## src/rtl/ser_port_router.sv

```systemverilog
// Purpose : serial frame decoder; routes each payload bit to the port named in the frame header.
// Latency : 1 clock from a sampled payload bit on SerIn to PortOut/SerOutValid.
// Backpressure: none; clkEn gates sampling, and SerOutValid drops on any edge without a payload sample.
//
// Ports:
//   clk, rst        clock; asynchronous active-low reset
//   clkEn           sample enable; the frame decoder only advances on enabled edges
//   SerIn           serial input, idle high
//   PortOut         routed payload bit; only the selected port bit may be set
//   SerOutValid     high for the cycle after each payload sample
//   Done            high for the one state spent at end of frame
//   ParityErr       even-parity mismatch, meaningful while Done is high
//   Busy            high whenever a frame is in progress
//   RemCount        payload bits still to be received
//
// Frame: start 0 | SELW port bits MSB first | LENW length bits MSB first | L payload bits | parity bit
// (parity bit only when PARITY_EN=1). LENW must be at least 2.
module ser_port_router #(
    parameter int NPORT     = 4,
    parameter int SELW      = $clog2(NPORT),
    parameter int LENW      = 4,
    parameter bit PARITY_EN = 1'b1
) (
    input  logic             clk,
    input  logic             rst,
    input  logic             clkEn,
    input  logic             SerIn,
    output logic [NPORT-1:0] PortOut,
    output logic             SerOutValid,
    output logic             Done,
    output logic             ParityErr,
    output logic             Busy,
    output logic [LENW-1:0]  RemCount
);

    localparam logic [2:0] S_IDLE = 3'd0;
    localparam logic [2:0] S_PORT = 3'd1;
    localparam logic [2:0] S_LEN  = 3'd2;
    localparam logic [2:0] S_DATA = 3'd3;
    localparam logic [2:0] S_PAR  = 3'd4;
    localparam logic [2:0] S_DONE = 3'd5;

    // One counter serves both header fields, so it must reach the wider one.
    localparam int MAXW = (SELW > LENW) ? SELW : LENW;
    localparam int CNTW = $clog2(MAXW + 1);

    logic [2:0]      state;
    logic [CNTW-1:0] bit_cnt;
    logic [SELW-1:0] sel;
    logic [LENW-2:0] len_sh;   // all but the final length bit, which arrives on SerIn
    logic            par_acc;

    logic [SELW-1:0]  sel_nxt;
    logic [LENW-1:0]  len_nxt;
    logic [NPORT-1:0] port_onehot;
    logic [2:0]       after_data;
    logic             last_sel_bit;
    logic             last_len_bit;

    always_comb begin
        sel_nxt      = SELW'({sel, SerIn});
        len_nxt      = {len_sh, SerIn};
        // NPORT is 2**SELW, so every sel value names a real port.
        port_onehot  = NPORT'(1) << sel;
        after_data   = PARITY_EN ? S_PAR : S_DONE;
        last_sel_bit = (bit_cnt == CNTW'(SELW - 1));
        last_len_bit = (bit_cnt == CNTW'(LENW - 1));
    end

    always_ff @(posedge clk or negedge rst) begin
        if (!rst) begin
            state       <= S_IDLE;
            bit_cnt     <= '0;
            sel         <= '0;
            len_sh      <= '0;
            par_acc     <= 1'b0;
            PortOut     <= '0;
            SerOutValid <= 1'b0;
            ParityErr   <= 1'b0;
            RemCount    <= '0;
        end else if (!clkEn) begin
            // Stalled edge: everything holds except the valid strobe.
            SerOutValid <= 1'b0;
        end else begin
            // Any enabled edge without a payload sample clears the routed output.
            PortOut     <= '0;
            SerOutValid <= 1'b0;
            case (state)
                S_IDLE: begin
                    if (!SerIn) begin
                        state   <= S_PORT;
                        bit_cnt <= '0;
                        par_acc <= 1'b0;
                    end
                end
                S_PORT: begin
                    sel <= sel_nxt;
                    if (last_sel_bit) begin
                        bit_cnt <= '0;
                        state   <= S_LEN;
                    end else begin
                        bit_cnt <= bit_cnt + CNTW'(1);
                    end
                end
                S_LEN: begin
                    len_sh <= len_nxt[LENW-2:0];
                    if (last_len_bit) begin
                        bit_cnt  <= '0;
                        RemCount <= len_nxt;
                        state    <= (len_nxt != '0) ? S_DATA : after_data;
                    end else begin
                        bit_cnt <= bit_cnt + CNTW'(1);
                    end
                end
                S_DATA: begin
                    PortOut     <= SerIn ? port_onehot : '0;
                    SerOutValid <= 1'b1;
                    RemCount    <= RemCount - LENW'(1);
                    par_acc     <= par_acc ^ SerIn;
                    if (RemCount == LENW'(1)) begin
                        state <= after_data;
                    end
                end
                S_PAR: begin
                    ParityErr <= par_acc ^ SerIn;
                    state     <= S_DONE;
                end
                S_DONE: begin
                    // SerIn is deliberately ignored here; a start bit now is lost.
                    ParityErr <= 1'b0;
                    state     <= S_IDLE;
                end
                default: begin
                    state <= S_IDLE;
                end
            endcase
        end
    end

    assign Done = (state == S_DONE);
    assign Busy = (state != S_IDLE);

endmodule

```

## config.mk

```make
export PLATFORM = sky130hd
export DESIGN_NAME = ser_port_router
export DESIGN_NICKNAME = d
export VERILOG_FILES = /design/src/rtl/ser_port_router.sv
export SDC_FILE = /design/constraint.sdc
export NUM_CORES = 1
export LEC_CHECK = 0
export ABC_AREA = 1
export BUFFER_PORTS_ARGS = -buffer_cell sky130_fd_sc_hd__buf_2
export CAP_MARGIN = 20
export CORE_AREA = 2 2 67 63
export CTS_CLUSTER_DIAMETER = 60
export DETAILED_ROUTE_END_ITERATION = 6
export DIE_AREA = 0 0 69 65
export RECOVER_POWER = 25
export REMOVE_ABC_BUFFERS = 1
export SYNTH_ARGS = -nofsm -noshare
export SYNTH_HDL_FRONTEND = slang
export SYNTH_SLANG_ARGS = --single-unit
```

## constraint.sdc

```tcl
create_clock -name clk -period 1.4 [get_ports clk]
set_input_delay 0.28 -clock clk [delete_from_list [all_inputs] [get_ports clk]]
set_output_delay 0.28 -clock clk [all_outputs]
set_load 0.01 [all_outputs]
```

* After elaboration in Yosys (flattened, before gate mapping)
Cells that the tools add are included.
** Word-level totals
- Flip-flop bits (word level) :: 22
- Input bits :: 4
- Output and inout port bits :: 12
** Cells by class
- Add/sub/neg operators :: 2
- Equal/unequal tests :: 12
- Shifts and indexed selects :: 1
- Muxes and demuxes :: 19
- Bitwise logic cells :: 1
- Reduce and logical (&&, ||, !) cells :: 14
** Operators with widths (count)
- 3-bit 2-to-1 mux :: 8
- 3-bit one-hot mux with 5 select lines :: 1
- 4-bit 2-to-1 mux :: 3
- 3-bit by 2-bit == test with 1-bit output (second input constant) :: 3
- 3-bit one-hot mux with 3 select lines :: 1
- 3-bit AND reduction :: 3
- 2-bit inequality test (second input constant) :: 4
- 4-bit one-hot mux with 2 select lines :: 1
- 3-bit by 1-bit == test with 1-bit output (second input constant) :: 2
- 3-bit == test (second input constant) :: 2
- 2-bit AND reduction :: 3
- 2-bit nonzero test :: 3
- 3-bit nonzero test :: 2
- 5-bit AND reduction :: 1
- 4-bit by 1-bit == test with 1-bit output (second input constant) :: 1
- 1-bit one-hot mux with 2 select lines :: 2
- 4-bit nonzero test :: 1
- 1-bit by 2-bit << shifter with 4-bit output (first input constant) :: 1
- 4-bit by 1-bit subtractor with 4-bit output (second input constant) :: 1
- 3-bit by 1-bit adder with 3-bit output (second input constant) :: 1
- 3-bit zero test :: 1
- 1-bit 2-to-1 mux :: 3
- 1-bit XOR :: 1

* Logic depth before layout (Yosys ltp)
Gate-level depths: netlist of run 1.
- Depth after elaboration :: 4
- Mapped depth :: 9

* Worst setup path before layout of run 1
OpenSTA, ideal clock, no wires.
- Path type :: flip-flop to flip-flop
- From :: register bit_cnt[0]
- To :: register bit_cnt[2]
- Arrival time :: 1.106 ns
- Required time :: 1.324 ns
- Setup slack :: 0.218 ns
- Cell stages (with the launch flop) :: 7
- Buffers on the path :: 0
- Period minus slack after synthesis :: 1.182 ns
- Cell sequence :: dfrtp_1 > ha_1 > inv_1 > ha_1 > o21ai_0 > nand2_1 > o21ai_1
** On the way
- Cells in the longest elaborated chain, start to end :: 3
** RTL lines
- start: declaration :: line 48 : logic [CNTW-1:0] bit_cnt;
- start signal: assignment :: line 102 : bit_cnt <= bit_cnt + CNTW'(1);
- start signal: assignment :: line 112 : bit_cnt <= bit_cnt + CNTW'(1);
- 3-bit by 1-bit adder with 3-bit output (tied with other cells) :: line 102, 112
- 3-bit 2-to-1 mux, on equally long branches :: line 107, 98
- 3-bit one-hot mux with 3 select lines (*) :: line 88 : case (state)
Every way passes the cells marked *; elsewhere a longest branch is shown, timed or not.
A chain may end at the register's enable or synchronous reset.

* Worst setup path in the final report of run 1
- From :: register state[0]
- To :: output Busy
** On the way
- Cells in the longest elaborated chain, start to end :: 1
** RTL lines
- start: declaration :: line 47 : logic [2:0] state;
- start signal: assignment :: line 110 : state <= (len_nxt != '0) ? S_DATA : after_data;
- start signal: assignment :: line 121 : state <= after_data;
- 3-bit nonzero test :: line 141 : assign Busy = (state != S_IDLE);
- end: declaration :: line 32 : output logic Busy,
No other way between the ends.

==> impl_results.md, run 1 <==
* CP Capture Type: output pin
* Wire length of the first global-routing pass at 4.63 mm
* Clock Sinks at 22
* Count of buffering cells on the critical path with inverters included at 3
* List of cells traversed by the critical path: nor2_4, inv_2, nor2_2, inv_1, buf_2
* Share of the clock period used by the worst path after layout at 103%
* Async SR Flop Fraction at 100%
* Initial antenna violation count at 0
* Number of ports placed on the die boundary at 16
* Slowest cell on crit path: sky130_fd_sc_hd__dfrtp_2
* CP Launch Point: state[0]
* Maximum number of pins on one net before global-route repair at 23
* GP Congestion at 0.879
* Power Total at 3440 uW
* Number of clock buffers inserted by TritonCTS at 3
* Total length of routed wires at 2.78 mm
* Number of placement rows at 22
* Routed wire per std cell at 11.4 um
* Warning count from the yosys run at 0
* Avg Inst Size Synth at 7.90 um^2
* Type of the worst setup path: flip-flop to output pin
* Worst setup timing slack at the placement stage at 0.0587 ns
* Clk_skew at 0.00344 ns
* Dominant synthesized flop cell: sky130_fd_sc_hd__dfrtp_1
* Ratio of total power to cell area at 2080 mW/mm^2
* First-pass iteration count of the detailed router at 4
* Number of port buffers at 15
* Combined area of the multi-input logic cells at 657 um^2
* Post-Syn Area at 0.00128 mm^2
* Stage delay of the slowest cell on the critical path at 0.46 ns
* Violation count after the first detailed-routing iteration at 32
* ANT cells at 0
* Number of flops mapped to enable cells by yosys at 0
* Proportion of layout cells with a drive suffix above 1 at 33.8%
* Die Area at 0.00449 mm^2
* Leakage dissipation at 0.000856 uW
* Crit Path Max Fanout at 4
* Final number of max-transition violations at 0
* Fraction of the yosys area taken by sequential cells at 43.0%
* Remaining max-slew budget at the tightest pin at 63.8%
* Reported max-cap violation count at 0
* Endpoints failing setup at 4
* Placeable core region at 0.00385 mm^2
* Number of placed instances with taps included at 224
* Instance count of the mapped netlist at 162
* Post-route DRC at 0
* Via count of the first global-routing pass at 1,059
* Hold path startpoint: clkEn
* Category of the worst setup path launch point: flip-flop
* Worst path top cell family by delay: flip-flops
* Aggregate global routing overflow at 0
* Latest clock arrival within the worst-skew pair at 0.27 ns
* H-tree depth at 1
* Netlist cell types at 23
* Min-Delay Path Class: input pin to flip-flop
* Result of the run: finished with violations
* Number of storage elements in the synthesis netlist at 22
* Share of the core filled with cells at 42.9%
* Signed area change from the synthesized netlist to the final layout at 29.2%
* Data arrival time of the critical path at 1.16 ns
* Transition time of the tightest slew-check pin at 0.543 ns
* Die W at 69 um
* Final hold viol count at 0
* Clock-pin transition on the worst setup and hold timing paths at 0.08 ns
* Vias at 1,095
* Storage cell area at 553 um^2
* Sum Neg Setup Slack at -0.0975 ns
* Number of standard cells in the layout, taps in and fillers out at 243
* Worst Slack Setup Final at -0.0431 ns
* RSZ-0062 raised after global routing: true
* Overall global routing resource usage at 13.1%
* Startpoint of the lowest-slack register-to-register path: state[1]
* Max Freq at 693 MHz
* Detailed-placement wirelength estimate at 1.87 mm
* Largest voltage drop on the vdd net at 910 uV
* Clock tree from TritonCTS: yes
* Number of routed nets with antenna violations at 0
* CTS Buffer Depth at 2
* Fill count at 402
* Effective utilization at floorplan at 33.2%
* Critical path data required time at 1.12 ns
* Violated checks: setup timing
* Period minus WS final at 1.44 ns
* Vert. Die Dim at 65 um
* Ratio of routed vias to standard cells at 4.51
* Cell at the root of the clock tree: sky130_fd_sc_hd__clkbuf_8
* NumNets Final at 206
==> final timing paths <==
check / end / slack, ns / cells past startpoint
min in group asynchronous: RemCount[2] / 0.52 / 2
max: Busy / -0.04 / 5
max reg2reg: state[1] / -0.03 / 9
min: par_acc / 0.37 / 4
min reg2reg: PortOut[3] / 0.49 / 2
max in group asynchronous: state[0] / 0.48 / 2
==> flip-flops by register name, indices dropped and copies added, names as in the netlist <==
register     flops
ParityErr        1
PortOut          4
RemCount         4
SerOutValid      1
bit_cnt          3
len_sh           3
par_acc          1
sel              2
state            3
==> placed cells by master (no fill, tap or decap), types with 2 or more instances in the layout <==
master                      n
sky130_fd_sc_hd__nand2_1   44
sky130_fd_sc_hd__dfrtp_1   20
sky130_fd_sc_hd__inv_1     18
sky130_fd_sc_hd__o21ai_0   17
sky130_fd_sc_hd__nand3_1   16
sky130_fd_sc_hd__buf_2     14
sky130_fd_sc_hd__buf_4     13
sky130_fd_sc_hd__inv_2      6
sky130_fd_sc_hd__ha_1       6
sky130_fd_sc_hd__nor2_4     5
sky130_fd_sc_hd__nor2_2     4
sky130_fd_sc_hd__nand3_2    4
sky130_fd_sc_hd__nand2_2    4
sky130_fd_sc_hd__clkbuf_8   3
sky130_fd_sc_hd__buf_6      3
sky130_fd_sc_hd__nand2_4    2
sky130_fd_sc_hd__o21ai_1    2
sky130_fd_sc_hd__dfrtp_2    2
==> logic make-up (layout without fill, tap and decap cells) <==
| family | count (synthesis) | in the layout | synth area share [%] |
|---|---|---|---|
| xor+xnor | 2 | 2 | 1.37 |
| flops | 22 | 22 | 43.0 |
| compound gates | 19 | 19 | 7.43 |
| buf+inv | 28 | 61 | 9.19 |
| fa+ha+maj | 6 | 6 | 5.86 |
| simple gates | 85 | 85 | 33.1 |
==> worst min-delay path: stages <==
cell and delay (ns):
sky130_fd_sc_hd__buf_2 0.14, sky130_fd_sc_hd__nand3_2 0.08, sky130_fd_sc_hd__nand3_2 0.05, sky130_fd_sc_hd__nand2_1 0.06
==> power breakdown <==
part           switching [uW]  total [uW]  internal, uW
clock network             219         602           382
registers                 203        1060           854
logic                     997        1780           783
total                    1420        3440          2020
==> through the flow <==
step	area (um^2)	hold WS (ns)
6_report	1650	0.374
2_1_floorplan	1260	-0.0156
5_1_grt	1650	0.388
3_3_place_gp	1410	0.282
3_5_place_dp	1410	0.278
4_1_cts	1580	0.367
==> Yosys cell counts, types with 2 or more instances <==
| master | count | area, um^2 |
|---|---|---|
| sky130_fd_sc_hd__nand2_2 | 5 | 31.3 |
| sky130_fd_sc_hd__nand3_2 | 2 | 20.0 |
| sky130_fd_sc_hd__nor2_4 | 2 | 22.5 |
| sky130_fd_sc_hd__nor2_1 | 5 | 18.8 |
| sky130_fd_sc_hd__ha_1 | 6 | 75.1 |
| sky130_fd_sc_hd__nand2_1 | 44 | 165 |
| sky130_fd_sc_hd__inv_1 | 20 | 75.1 |
| sky130_fd_sc_hd__nand3_1 | 18 | 90.1 |
| sky130_fd_sc_hd__nor3_1 | 2 | 10.0 |
| sky130_fd_sc_hd__nor2_2 | 3 | 18.8 |
| sky130_fd_sc_hd__o21ai_0 | 18 | 90.1 |
| sky130_fd_sc_hd__dfrtp_1 | 22 | 551 |
| sky130_fd_sc_hd__inv_2 | 5 | 18.8 |
==> per-layer routing <==
layer	vias up	global-route usage (%)	part of all wire [%]
met5	-	0	0
met4	0	7.60	2.7
met3	6	2.64	2.3
met2	13	21.4	48
met1	498	16.0	47
li1	578	-	-
==> cell type report <==
cell class	instances	area share, %
multi-input cells	112	39.7
well taps	48	3.63
flip-flops and latches	22	33.4
inverters	25	5.82
repair buffers	32	13.1
clock inverters	1	1.82
clock buffers	3	2.50
==> repair_timing <==
action | CTS | global route
resized for setup | 7 | 13
hold buffers | 1 | 0
setup endpoints to repair | 2 | 18
hold endpoints to repair | 22 | 0
pin swaps | 4 | 11
buffers inserted | 10 | 5
(Power assumes the default switching activity.)
==> run 2: changes to the inputs <==
--- a/config.mk
+++ b/config.mk
@@ -6,12 +6,13 @@
 export NUM_CORES = 1
 export LEC_CHECK = 0
 export ABC_AREA = 1
-export BUFFER_PORTS_ARGS = -buffer_cell sky130_fd_sc_hd__buf_2
+export BUFFER_PORTS_ARGS = -buffer_cell sky130_fd_sc_hd__buf_4
 export CAP_MARGIN = 20
 export CORE_AREA = 2 2 67 63
 export CTS_CLUSTER_DIAMETER = 60
 export DETAILED_ROUTE_END_ITERATION = 6
 export DIE_AREA = 0 0 69 65
+export GPL_TIMING_DRIVEN = 0
 export RECOVER_POWER = 25
 export REMOVE_ABC_BUFFERS = 1
 export SYNTH_ARGS = -nofsm -noshare
==> run 2 against run 1 <==
Effect of this change: sequential cell count did not move; die area did not move; critical endpoint unchanged; routed wire length fell by 1.9%; cell count rose by 2.1%; the run still ends with setup timing left; combinational power rose by 13%; clock skew rose by 0.0025 ns.
==> impl_results.md, run 2 (synthesis results as in run 1) <==
* Max Freq at 688 MHz (-0.67%)
* Fill count at 390 (-3.0%)
* Routed wire per std cell at 11.0 um (-3.9%)
* Cell at the root of the clock tree: sky130_fd_sc_hd__clkbuf_8
* Remaining max-slew budget at the tightest pin at 62.3% (-1.5 points)
* Leading cell type in the layout, fill and taps excluded: sky130_fd_sc_hd__nand2_1
* Type of the worst setup path: flip-flop to output pin
* Signed area change from the synthesized netlist to the final layout at 38.7%
* Result of the run: finished with violations
* Latest clock arrival within the worst-skew pair at 0.26 ns (about the same)
* Initial antenna violation count at 0 (unchanged)
* Leading cell types in the layout, fill and taps excluded: sky130_fd_sc_hd__nand2_1 (42), sky130_fd_sc_hd__buf_4 (29), sky130_fd_sc_hd__dfrtp_1 (18), sky130_fd_sc_hd__inv_1 (18), sky130_fd_sc_hd__nand3_1 (16)
* Data arrival time of the critical path at 1.17 ns (about the same)
* Die W at 69 um (unchanged)
* CTS Buffer Depth at 2 (unchanged)
* Number of placed instances with taps included at 222 (-0.89%)
* Detailed-placement wirelength estimate at 1.84 mm (-1.7%)
* Total length of routed wires at 2.73 mm (-1.9%)
* Worst Slack Setup Final at -0.0529 ns (-0.00977 ns)
* Share of the clock period used by the worst path after layout at 104% (+0.70 points)
* Final number of max-transition violations at 0 (unchanged)
* Clock-pin transition on the worst setup and hold timing paths at 0.09 ns (about the same)
* Slowest cell on crit path: sky130_fd_sc_hd__dfrtp_2
* Number of clock buffers inserted by TritonCTS at 3 (unchanged)
* Leakage dissipation at 0.000887 uW (+3.6%)
* Stage delay of the slowest cell on the critical path at 0.44 ns (-0.02 ns)
* Number of routed nets with antenna violations at 0 (unchanged)
* Maximum number of pins on one net before global-route repair at 23 (unchanged)
* Largest registers in the final layout: PortOut: 4 flops, RemCount: 4 flops
* RSZ-0062 raised after global routing: true
* Aggregate global routing overflow at 0 (unchanged)
* Effective utilization at floorplan at 33.2% (unchanged)
* Hold path startpoint: SerIn
* Worst path top cell family by delay: flip-flops
* Vias at 1,139 (+4.0%)
* Overall global routing resource usage at 13.3% (+0.29 points)
* Endpoints failing setup at 2 (-2)
* Number of placement rows at 22 (unchanged)
* CP most frequent cell: sky130_fd_sc_hd__nor2_4
* Final hold viol count at 0 (unchanged)
* Transition time of the tightest slew-check pin at 0.565 ns (+0.0225 ns)
* ANT cells at 0 (unchanged)
* Violated checks: setup timing
* NumNets Final at 211 (+2.4%)
* Share of the core filled with cells at 46.1% (+3.1 points)
* Wire length of the first global-routing pass at 4.82 mm (+4.0%)
* First-pass iteration count of the detailed router at 4 (unchanged)
* Largest voltage drop on the vdd net at 1130 uV (+24%)
* Min-Delay Path Class: input pin to flip-flop
* H-tree depth at 1 (unchanged)
* List of cells traversed by the critical path: nor2_4, inv_2, nor2_4, inv_1, buf_6
* Die Area at 0.00449 mm^2 (unchanged)
* Post-route DRC at 0 (unchanged)
* Worst hold slack after final layout at 0.343 ns (-0.0308 ns)
* Reported max-cap violation count at 0 (unchanged)
* Number of ports placed on the die boundary at 16 (unchanged)
* Proportion of layout cells with a drive suffix above 1 at 36.5% (+2.7 points)
* Critical path data required time at 1.12 ns (about the same)
* Vert. Die Dim at 65 um (unchanged)
* Period minus WS final at 1.45 ns (+0.00977 ns)
* Via count of the first global-routing pass at 1,062 (+0.28%)
* Ratio of routed vias to standard cells at 4.59 (+1.9%)
* CP Launch Point: state[0]
* Placeable core region at 0.00385 mm^2 (unchanged)
* Clock tree from TritonCTS: yes
* GP Congestion at 0.767 (-13%)
* Violation count after the first detailed-routing iteration at 52 (+63%)
* Startpoint of the lowest-slack register-to-register path: state[0]
* Category of the worst setup path launch point: flip-flop
* Number of standard cells in the layout, taps in and fillers out at 248 (+2.1%)
* Count of buffering cells on the critical path with inverters included at 3 (unchanged)
* CP Capture Type: output pin
* Ratio of total power to cell area at 2080 mW/mm^2 (about the same)
* Number of port buffers at 15 (unchanged)
* Clock Sinks at 22 (unchanged)
* Clk_skew at 0.00598 ns (+0.00254 ns)
* Crit Path Max Fanout at 2 (-2)
* Power Total at 3690 uW (+7.3%)
==> run 2: timing repair <==
item                                    4_1_cts  5_1_grt
hold buffers                                  1        0
hold endpoints to repair                     22        0
gates resized for setup                       9       23
endpoints found under the setup margin        6       18
pin swaps                                     2        9
buffers inserted                             11       10
==> run 2: worst paths after layout <==
check                                    to  slack [ns]  cells past startpoint
worst min-delay path             PortOut[3]        0.34                      3
max in group asynchronous          state[2]        0.46                      2
worst max-delay path                   Busy       -0.05                      5
worst max register to register      par_acc        0.01                     10
worst min register to register   PortOut[3]        0.50                      2
min in group asynchronous       SerOutValid        0.53                      2
==> run 2: layout make-up <==
| class | count | area [um^2] | area share [%] |
|---|---|---|---|
| clock buffer | 3 | 41.3 | 2.33 |
| tap | 48 | 60.1 | 3.38 |
| clock inverter | 1 | 30.0 | 1.69 |
| inverter | 25 | 104 | 5.85 |
| timing repair buffer | 37 | 309 | 17.4 |
| sequential | 22 | 556 | 31.3 |
| multi-input combinational | 112 | 676 | 38.1 |
==> run 2: worst min-delay path: stages <==
cell                      delay (ns)
sky130_fd_sc_hd__buf_4          0.15
sky130_fd_sc_hd__nand3_1        0.07
sky130_fd_sc_hd__o21ai_0        0.08
==> run 2: where the power goes <==
part	internal, uW	total [uW]	switching [uW]
sequential	858	1080	218
clock	382	599	217
combinational	971	2020	1040
==> run 2: per-layer routing <==
| metal | track usage (%) | share of wire, % |
|---|---|---|
| met3 | 3.27 | 3.7 |
| met2 | 20.7 | 46 |
| met4 | 3.68 | 0.99 |
| met1 | 18.6 | 50 |
| met5 | 0 | 0 |
==> run 2: metrics by stage <==
stage,area (um^2),setup slack (ns),TNS (ns)
6_report,1780,-0.0529,-0.0795
2_1_floorplan,1260,0.217,0
3_3_place_gp,1430,-0.0168,-0.0434
4_1_cts,1630,-0.0547,-0.187
3_5_place_dp,1430,-0.0127,-0.0202
5_1_grt,1780,-0.101,-0.477
